File: config.mk
export PLATFORM = sky130hd
export DESIGN_NAME = id_ex_pipe_stage
export DESIGN_NICKNAME = d
export VERILOG_FILES = /design/src/rtl/id_ex_pipe_stage_pkg.sv /design/src/rtl/id_ex_pipe_stage_load_use_detect.sv /design/src/rtl/id_ex_pipe_stage.sv
export SDC_FILE = /design/constraint.sdc
export NUM_CORES = 1
export LEC_CHECK = 0
export CORE_UTILIZATION = 45
export DETAILED_ROUTE_END_ITERATION = 12
export PLACE_DENSITY = 0.86
export SLEW_MARGIN = 20
export SYNTH_ARGS = -nofsm -noshare
export SYNTH_HDL_FRONTEND = slang
export SYNTH_SLANG_ARGS = --single-unit
File: constraint.sdc
create_clock -name clk_i -period 9.1 [get_ports clk_i]
set_input_delay 1.365 -clock clk_i [delete_from_list [all_inputs] [get_ports clk_i]]
set_output_delay 1.365 -clock clk_i [all_outputs]
set_load 0.02 [all_outputs]
File: src/rtl/id_ex_pipe_stage_pkg.sv
// Shared definitions for the ID/EX stage: ALU op classes, the control bundle
// carried from ID to EX, and the all-zero bubble.
package id_ex_pipe_stage_pkg;

    typedef enum logic [1:0] {
        ALUOP_ADD    = 2'b00,
        ALUOP_BRANCH = 2'b01,
        ALUOP_RTYPE  = 2'b10,
        ALUOP_ITYPE  = 2'b11
    } aluOp_e;

    localparam int unsigned CTRL_W = 7;

    typedef struct packed {
        logic   regWrite;
        logic   memToReg;
        logic   memRead;
        logic   memWrite;
        logic   aluSrc;
        aluOp_e aluOp;
    } ctrl_t;

    localparam logic [CTRL_W-1:0] CTRL_BUBBLE = '0;

endpackage

File: src/rtl/id_ex_pipe_stage_load_use_detect.sv
// Load-use hazard detector: the load in EX targets a register the ID
// instruction reads. x0 never hazards.
module load_use_detect #(
    parameter int unsigned RW = 5
) (
    input  logic          ex_MemRead,
    input  logic [RW-1:0] ex_rd,
    input  logic [RW-1:0] id_rs1,
    input  logic [RW-1:0] id_rs2,
    output logic          hazard
);

    // rs2 is compared even for I-type; the occasional spurious stall is accepted.
    assign hazard = ex_MemRead && (ex_rd != '0) &&
                    ((ex_rd == id_rs1) || (ex_rd == id_rs2));

endmodule

File: src/rtl/id_ex_pipe_stage.sv
// ID/EX pipeline register with load-use bubble insertion, cache-stall freeze
// and a saturating count of inserted bubbles.
module id_ex_pipe_stage
    import id_ex_pipe_stage_pkg::*;
#(
    parameter int unsigned XLEN = 32,
    parameter int unsigned RW   = 5,
    parameter int unsigned CW   = 32
) (
    input  logic            clk_i,
    input  logic            rst_i,
    input  logic            mem_stall_i,
    input  logic            id_RegWrite_i,
    input  logic            id_MemtoReg_i,
    input  logic            id_MemRead_i,
    input  logic            id_MemWrite_i,
    input  logic            id_ALUSrc_i,
    input  logic [1:0]      id_ALUOp_i,
    input  logic [XLEN-1:0] id_rs1data_i,
    input  logic [XLEN-1:0] id_rs2data_i,
    input  logic [XLEN-1:0] id_imm_i,
    input  logic [9:0]      id_funct_i,
    input  logic [RW-1:0]   id_rs1_i,
    input  logic [RW-1:0]   id_rs2_i,
    input  logic [RW-1:0]   id_rd_i,
    output logic            ex_RegWrite_o,
    output logic            ex_MemtoReg_o,
    output logic            ex_MemRead_o,
    output logic            ex_MemWrite_o,
    output logic            ex_ALUSrc_o,
    output logic [1:0]      ex_ALUOp_o,
    output logic [XLEN-1:0] ex_rs1data_o,
    output logic [XLEN-1:0] ex_rs2data_o,
    output logic [XLEN-1:0] ex_imm_o,
    output logic [9:0]      ex_funct_o,
    output logic [RW-1:0]   ex_rs1_o,
    output logic [RW-1:0]   ex_rs2_o,
    output logic [RW-1:0]   ex_rd_o,
    output logic            PCWrite_o,
    output logic            IFIDWrite_o,
    output logic            NoOp_o,
    output logic [CW-1:0]   stall_cnt_o
);

    ctrl_t idCtrl;
    ctrl_t exCtrl;
    logic  hazard;

    assign idCtrl = '{
        regWrite: id_RegWrite_i,
        memToReg: id_MemtoReg_i,
        memRead:  id_MemRead_i,
        memWrite: id_MemWrite_i,
        aluSrc:   id_ALUSrc_i,
        aluOp:    aluOp_e'(id_ALUOp_i)
    };

    load_use_detect #(.RW(RW)) uLoadUse (
        .ex_MemRead (exCtrl.memRead),
        .ex_rd      (ex_rd_o),
        .id_rs1     (id_rs1_i),
        .id_rs2     (id_rs2_i),
        .hazard     (hazard)
    );

    // A cache stall takes precedence: the hazard stays pending and is
    // bubbled once the stall clears.
    assign PCWrite_o   = ~(hazard | mem_stall_i);
    assign IFIDWrite_o = ~(hazard | mem_stall_i);
    assign NoOp_o      = hazard & ~mem_stall_i;

    always_ff @(posedge clk_i or posedge rst_i) begin
        if (rst_i) begin
            exCtrl       <= ctrl_t'(CTRL_BUBBLE);
            ex_rs1data_o <= '0;
            ex_rs2data_o <= '0;
            ex_imm_o     <= '0;
            ex_funct_o   <= '0;
            ex_rs1_o     <= '0;
            ex_rs2_o     <= '0;
            ex_rd_o      <= '0;
            stall_cnt_o  <= '0;
        end else if (!mem_stall_i) begin
            ex_rs1data_o <= id_rs1data_i;
            ex_rs2data_o <= id_rs2data_i;
            ex_imm_o     <= id_imm_i;
            ex_funct_o   <= id_funct_i;
            ex_rs1_o     <= id_rs1_i;
            ex_rs2_o     <= id_rs2_i;
            ex_rd_o      <= id_rd_i;
            if (hazard) begin
                exCtrl <= ctrl_t'(CTRL_BUBBLE);
                if (stall_cnt_o != '1)
                    stall_cnt_o <= stall_cnt_o + CW'(1);
            end else begin
                exCtrl <= idCtrl;
            end
        end
    end

    assign ex_RegWrite_o = exCtrl.regWrite;
    assign ex_MemtoReg_o = exCtrl.memToReg;
    assign ex_MemRead_o  = exCtrl.memRead;
    assign ex_MemWrite_o = exCtrl.memWrite;
    assign ex_ALUSrc_o   = exCtrl.aluSrc;
    assign ex_ALUOp_o    = exCtrl.aluOp;

endmodule

==> impl_metrics.ini, run 1 <==
[outcome]
status = finished clean

[synthesis]
synth-seq-cells = 160
synth_most_common_cell = dfrtp_1
synth_cells = 438
synthesis.nets = 570
synth_area_leaders = dfrtp_1 62%, mux2_2 21%, xnor2_1 3.4%
yosysTopAreaCellShare_pct = 62.21
synth_ff_type = dfrtp_1
ys_seq_area_share_pct = 62.21
synth-async-reset-ratio_pct = 100.0
netlist_area_sq_um = 6436
ys_top_cells_by_count = 160 x dfrtp_1, 122 x mux2_2, 25 x xnor2_1
synth_edf_count = 0
synth_top_cell_by_area = dfrtp_1
synth.distinct_cells = 32
yosysWarningCount = 0
syn_avg_cell_area_sq_um = 14.69

[routing]
routed_via_density = 5.068
drc = 0
firstDrtPassIters = 4
routed_wl_mm = 16.84
ant_nets = 0
wl_per_cell_um = 18.17
first_iter_violations = 162
route.vias.total = 4698

[grt]
overflow = 0
grtUsageMet2_pct = 39.60
antenna_found_initial = 0
grt_util_met3_pct = 8.755
grt_pass1_vias = 4870
grtUsageMet1_pct = 26.65
grt_first_pass_wirelength_mm = 25.77
grt_max_degree = 83
grt_use_total_pct = 23.39
gr-max-usage-layer = met2

[power_and_ir_drop]
switchingPower_mw = 0.4988
power_mw = 1.902
clock_power_share_pct = 37.1
ir_worst_vdd_mv = 0.1295
power.internal_mw = 1.403
comb_power_share_pct = 20.1
swShare_pct = 26.23
power_leakage_nw = 4.149
seqPwrFrac_pct = 42.8
power_density_nw_per_um2 = 188.4

[clocking]
path_clk_slew_ns = 0.06
cts_setup_buffers = 0
cts_resized = 0
cts_hold_buf = 0
cts_tree = done
clockRootBuffer = clkbuf_16
clk_latency_ns = 0.42
cts_max_path_buffers = 2
clock_sinks = 160
numCtsBuffers = 17
htree_num_levels = 4

[worst_setup_path]
crit_slowest_cell = clkdlybuf4s50_1
max_stage_delay_ns = 0.72
cp-start-kind = primary input
critPathArrivalTime_ns = 3.93
path_max_fanout = 9
cp_common_cell = clkdlybuf4s50_1
crit_path_end_kind = primary output
crit_family = buffers and inverters
path_cells = clkdlybuf4s50_1 > xor2_1 > nor3_1 > a22oi_2 > or2_2 > nor2b_1 > clkdlybuf4s50_1
path_buf_inv = 2
worstPathRequired_ns = 7.74
path_class = primary input to primary output

[timing]
hold_violations = 0
period_minus_slack_ns = 5.293
worst_slew_pin_slew_ns = 0.9537
fin_tns_setup_ns = 0
fmax_ghz = 0.1889
relSlewSlack_pct = 36.42
final_max_slew_viol_count = 0
holdWs_ns = 0.4884
finalCritPeriodShare_pct = 58.17
setup_violations = 0
skew_ns = 0.001453
rsz0062_at_grt = no

[die]
start_util_pct = 46.19
dieWidth_um = 121.6
die_y_um = 121.6
core_area_sq_um = 13930
die_area_sq_um = 14790
io_pins = 294
rows = 43

[layout]
fin_nets = 866
fin_area_sq_um = 10100
fin_cells = 927
syn_to_final_growth_pct = 56.86
num_antenna_cells = 0
drive_above_1_share_pct = 22.09

[placed_design]
gp_congestion = 0.8351
place_area_sq_um = 9504
port_buffers = 293
dp.cells = 895
post-dp-hpwl_mm = 12.29

[min_path]
hold_path.class = flip-flop to flip-flop

[run]
maxCapViolCount = 0
## final timing paths
check                                startpoint               to  slack [ns]  cells after the start
worst max-delay path                id_rs2_i[4]        PCWrite_o        3.81                      7
worst min-delay path            stall_cnt_o[18]  stall_cnt_o[18]        0.49                      1
worst min register to register  stall_cnt_o[18]  stall_cnt_o[18]        0.49                      1
min in group asynchronous                 rst_i     ex_imm_o[23]        1.45                      2
max in group asynchronous                 rst_i    ex_funct_o[7]        6.21                      3
worst max register to register       ex_rd_o[2]  stall_cnt_o[13]        6.76                      6
## power groups by stage
| stage | Sequential, mW | Clock [mW] | Combinational (mW) |
|---|---|---|---|
| after floorplan | 0.898 | 0 | 0.0962 |
| after global placement | 0.821 | 0 | 0.377 |
| after detailed placement | 0.826 | 0 | 0.384 |
| after CTS | 0.814 | 0.721 | 0.387 |
| after global routing | 0.822 | 0.749 | 0.405 |
| final | 0.814 | 0.705 | 0.382 |
## placed cells by master, fill, tap and decap left out, types with 2 or more instances in the layout
master and instances:
a22o_1 7, and2_1 2, and3_1 6, and4_1 6, buf_4 3, bufinv_16 2
clkbuf_16 17, clkbuf_8 2, clkdlybuf4s50_1 292, clkinv_2 2, clkinv_4 3, clkinvlp_4 4
dfrtp_1 160, inv_6 2, mux2_2 122, nand2_1 14, nand3_1 10, nand4_1 15
nor2_1 9, nor3_1 9, nor3_2 2, nor4_1 2, or4_1 2, xnor2_1 25
xor2_1 16
## cells by family after synthesis
| family | after synthesis | share of synthesized area, % |
|---|---|---|
| DFF | 160 | 62.21 |
| muxes | 122 | 21.35 |
| and+or+nand+nor | 84 | 7.543 |
| xor gates and xnor gates | 41 | 5.579 |
| buffers and inverters | 20 | 1.788 |
| AOI/OAI and AO/OA | 10 | 1.341 |
| adders and majority gates | 1 | 0.1944 |
## metrics by stage
step	setup WS, ns	utilization [%]
after global placement	3.832	68.21
after floorplan	3.415	-
after CTS	3.801	72.45
final	3.807	72.45
after detailed placement	3.803	68.21
after global routing	3.583	72.45
## registers in the layout, summed over array words and instances (netlist names)
register       flops
ex_rs1data_o      32
ex_imm_o          32
ex_rs2data_o      32
stall_cnt_o       32
ex_MemtoReg_o      1
ex_MemWrite_o      1
ex_ALUSrc_o        1
ex_MemRead_o       1
ex_rs1_o           5
ex_funct_o        10
ex_ALUOp_o         2
ex_rd_o            5
ex_RegWrite_o      1
ex_rs2_o           5
## metal layers
| metal | share of wire (%) | up-vias |
|---|---|---|
| met2 | 51 | 216 |
| met1 | 38 | 2300 |
| met5 | 0 | - |
| met3 | 8.9 | 31 |
| li1 | - | 2151 |
| met4 | 2.2 | 0 |
## worst reg2reg max path, delay by kind of cell (launching register included)
kind	cells	cell delay, ns
AND/OR/NAND/NOR	3	1.24
flip-flops	1	0.44
XOR/XNOR	2	0.35
AO/OA/AOI/OAI	1	0.18
## final cells by class
cell class / count / area, sq um
Fill cell: 893 / 3839
Tap cell: 180 / 225.2
Clock inverter: 12 / 135.1
Sequential cell: 160 / 4004
Multi-Input combinational cell: 258 / 2317
Timing Repair Buffer: 295 / 2945
Inverter: 2 / 12.51
Clock buffer: 20 / 456.7
No activity file was read; power rests on OpenSTA's default activity.
==> inputs of run 2 (changes only) <==
CORE_UTILIZATION = 38   (was 45)
PLACE_DENSITY = 0.77   (was 0.86)
clock period = 4.4 ns   (was 9.1 ns; I/O delays follow)
==> impl_metrics.ini, run 2 (synthesis gave the netlist of run 1 again) <==
[outcome]
status = finished clean

[grt]
grt_first_pass_wirelength_mm = 28.14
overflow = 0
grt_pass1_vias = 5295
grt_max_degree = 68
grt_use_total_pct = 21.06
antenna_found_initial = 0

[die]
die_y_um = 132.1
dieWidth_um = 132.1
core_area_sq_um = 16580
rows = 47
start_util_pct = 38.81
io_pins = 294
die_area_sq_um = 17460

[layout]
fin_area_sq_um = 10230
syn_to_final_growth_pct = 59.02
final_common_cell = clkdlybuf4s50_1
fin_util_pct = 61.72
num_antenna_cells = 0
drive_above_1_share_pct = 22.40
final_cell_mix = 292 x clkdlybuf4s50_1, 160 x dfrtp_1, 122 x mux2_2
fin_nets = 869

[timing]
setup_violations = 0
worst_slack_ns = 0.7402
period_minus_slack_ns = 3.660
finalCritPeriodShare_pct = 83.18
hold_violations = 0
fmax_ghz = 0.2732
rsz0062_at_grt = no
fin_tns_setup_ns = 0
final_max_slew_viol_count = 0
relSlewSlack_pct = 37.36
worst_slew_pin_slew_ns = 0.9324
holdWs_ns = 0.4836
skew_ns = 0.009313

[worst_setup_path]
cp-start-kind = primary input
worstPathRequired_ns = 3.74
rrSetupSlack_ns = 1.98
path_max_fanout = 9
path_buf_inv = 3
max_stage_delay_ns = 0.56
path_class = primary input to primary output
critPathArrivalTime_ns = 3.00
crit_slowest_cell = clkdlybuf4s50_1
r2r-start = ex_rd_o[2]
reg2regPathDepth = 6
cp-endpoint = IFIDWrite_o
r2r-end = stall_cnt_o[27]
critPathLaunch = id_rs1_i[4]
path_depth = 8
crit_family = buffers and inverters
crit_path_end_kind = primary output
cp_common_cell = clkdlybuf4s50_1
path_cells = clkdlybuf4s50_1 > xor2_1 > nor3_1 > a22oi_2 > or2_2 > nor2b_1 > buf_4 > clkdlybuf4s50_1

[routing]
first_iter_violations = 139
wl_per_cell_um = 18.02
drc = 0
routed_via_density = 4.902
ant_nets = 0
routed_wl_mm = 17.48
firstDrtPassIters = 6
route.vias.total = 4755

[power_and_ir_drop]
power.internal_mw = 2.984
swShare_pct = 26.03
seqPwrFrac_pct = 41.8
comb_power_share_pct = 19.7
clock_power_share_pct = 38.5
power_leakage_nw = 4.187
switchingPower_mw = 1.050
ir_worst_vdd_mv = 0.2336
power_density_nw_per_um2 = 394.1

[placed_design]
post-place-ws_ns = 0.7344
place_area_sq_um = 9593
gp_congestion = 0.8227
port_buffers = 293
post-dp-hpwl_mm = 12.91

[clocking]
clock_sinks = 160
clk_latency_ns = 0.42
cts_resized = 0
htree_num_levels = 4
path_clk_slew_ns = 0.06
cts_max_path_buffers = 2
cts_tree = done
clockRootBuffer = clkbuf_16
cts_setup_buffers = 0
numCtsBuffers = 17
cts_hold_buf = 0

[min_path]
hold_path.class = flip-flop to flip-flop

[run]
maxCapViolCount = 0
## run 2: power groups by stage
stage	registers (mW)	logic [mW]	clock network, mW
floorplan	1.86	0.199	0
global placement	1.70	0.787	0
detailed placement	1.71	0.800	0
CTS	1.69	0.805	1.58
global route	1.70	0.843	1.65
finish	1.69	0.794	1.55
## run 2: layout make-up
cell class	count	area, sq um
clock buffer	21	470.5
multi-input combinational	258	2317
fill	1262	6349
timing repair buffer	298	3005
tap	220	275.3
clock inverter	11	151.4
sequential	160	4004
inverter	2	11.26
## run 2: metal layers
layer  routed length [um]  GRT usage, %
met1                 6597         22.81
met2                 8915         36.16
met3                 1503         8.958
met4                  463         8.656
met5                    0             0
## run 2: worst register-to-register path, stage by stage (launching register included)
cell     delay [ns]
dfrtp_1        0.45
xor2_1         0.20
nor3_1         0.29
a22oi_2        0.18
nor3_1         0.80
nand4_1        0.22
xnor2_1        0.17
## run 2: how the worst min path moves through the flow
stage,from,end,depth (start not counted)
detailed placement,stall_cnt_o[18],stall_cnt_o[18],1
finish,stall_cnt_o[18],stall_cnt_o[18],1
CTS,stall_cnt_o[18],stall_cnt_o[18],1
global placement,stall_cnt_o[31],stall_cnt_o[31],1
global route,stall_cnt_o[22],stall_cnt_o[22],1
floorplan,stall_cnt_o[31],stall_cnt_o[31],1
## run 2: metrics by stage
step,power (mW),std cells
4_1_cts,4.072,969
2_1_floorplan,2.057,438
5_1_grt,4.194,970
6_report,4.034,970
3_3_place_gp,2.490,937
3_5_place_dp,2.512,937
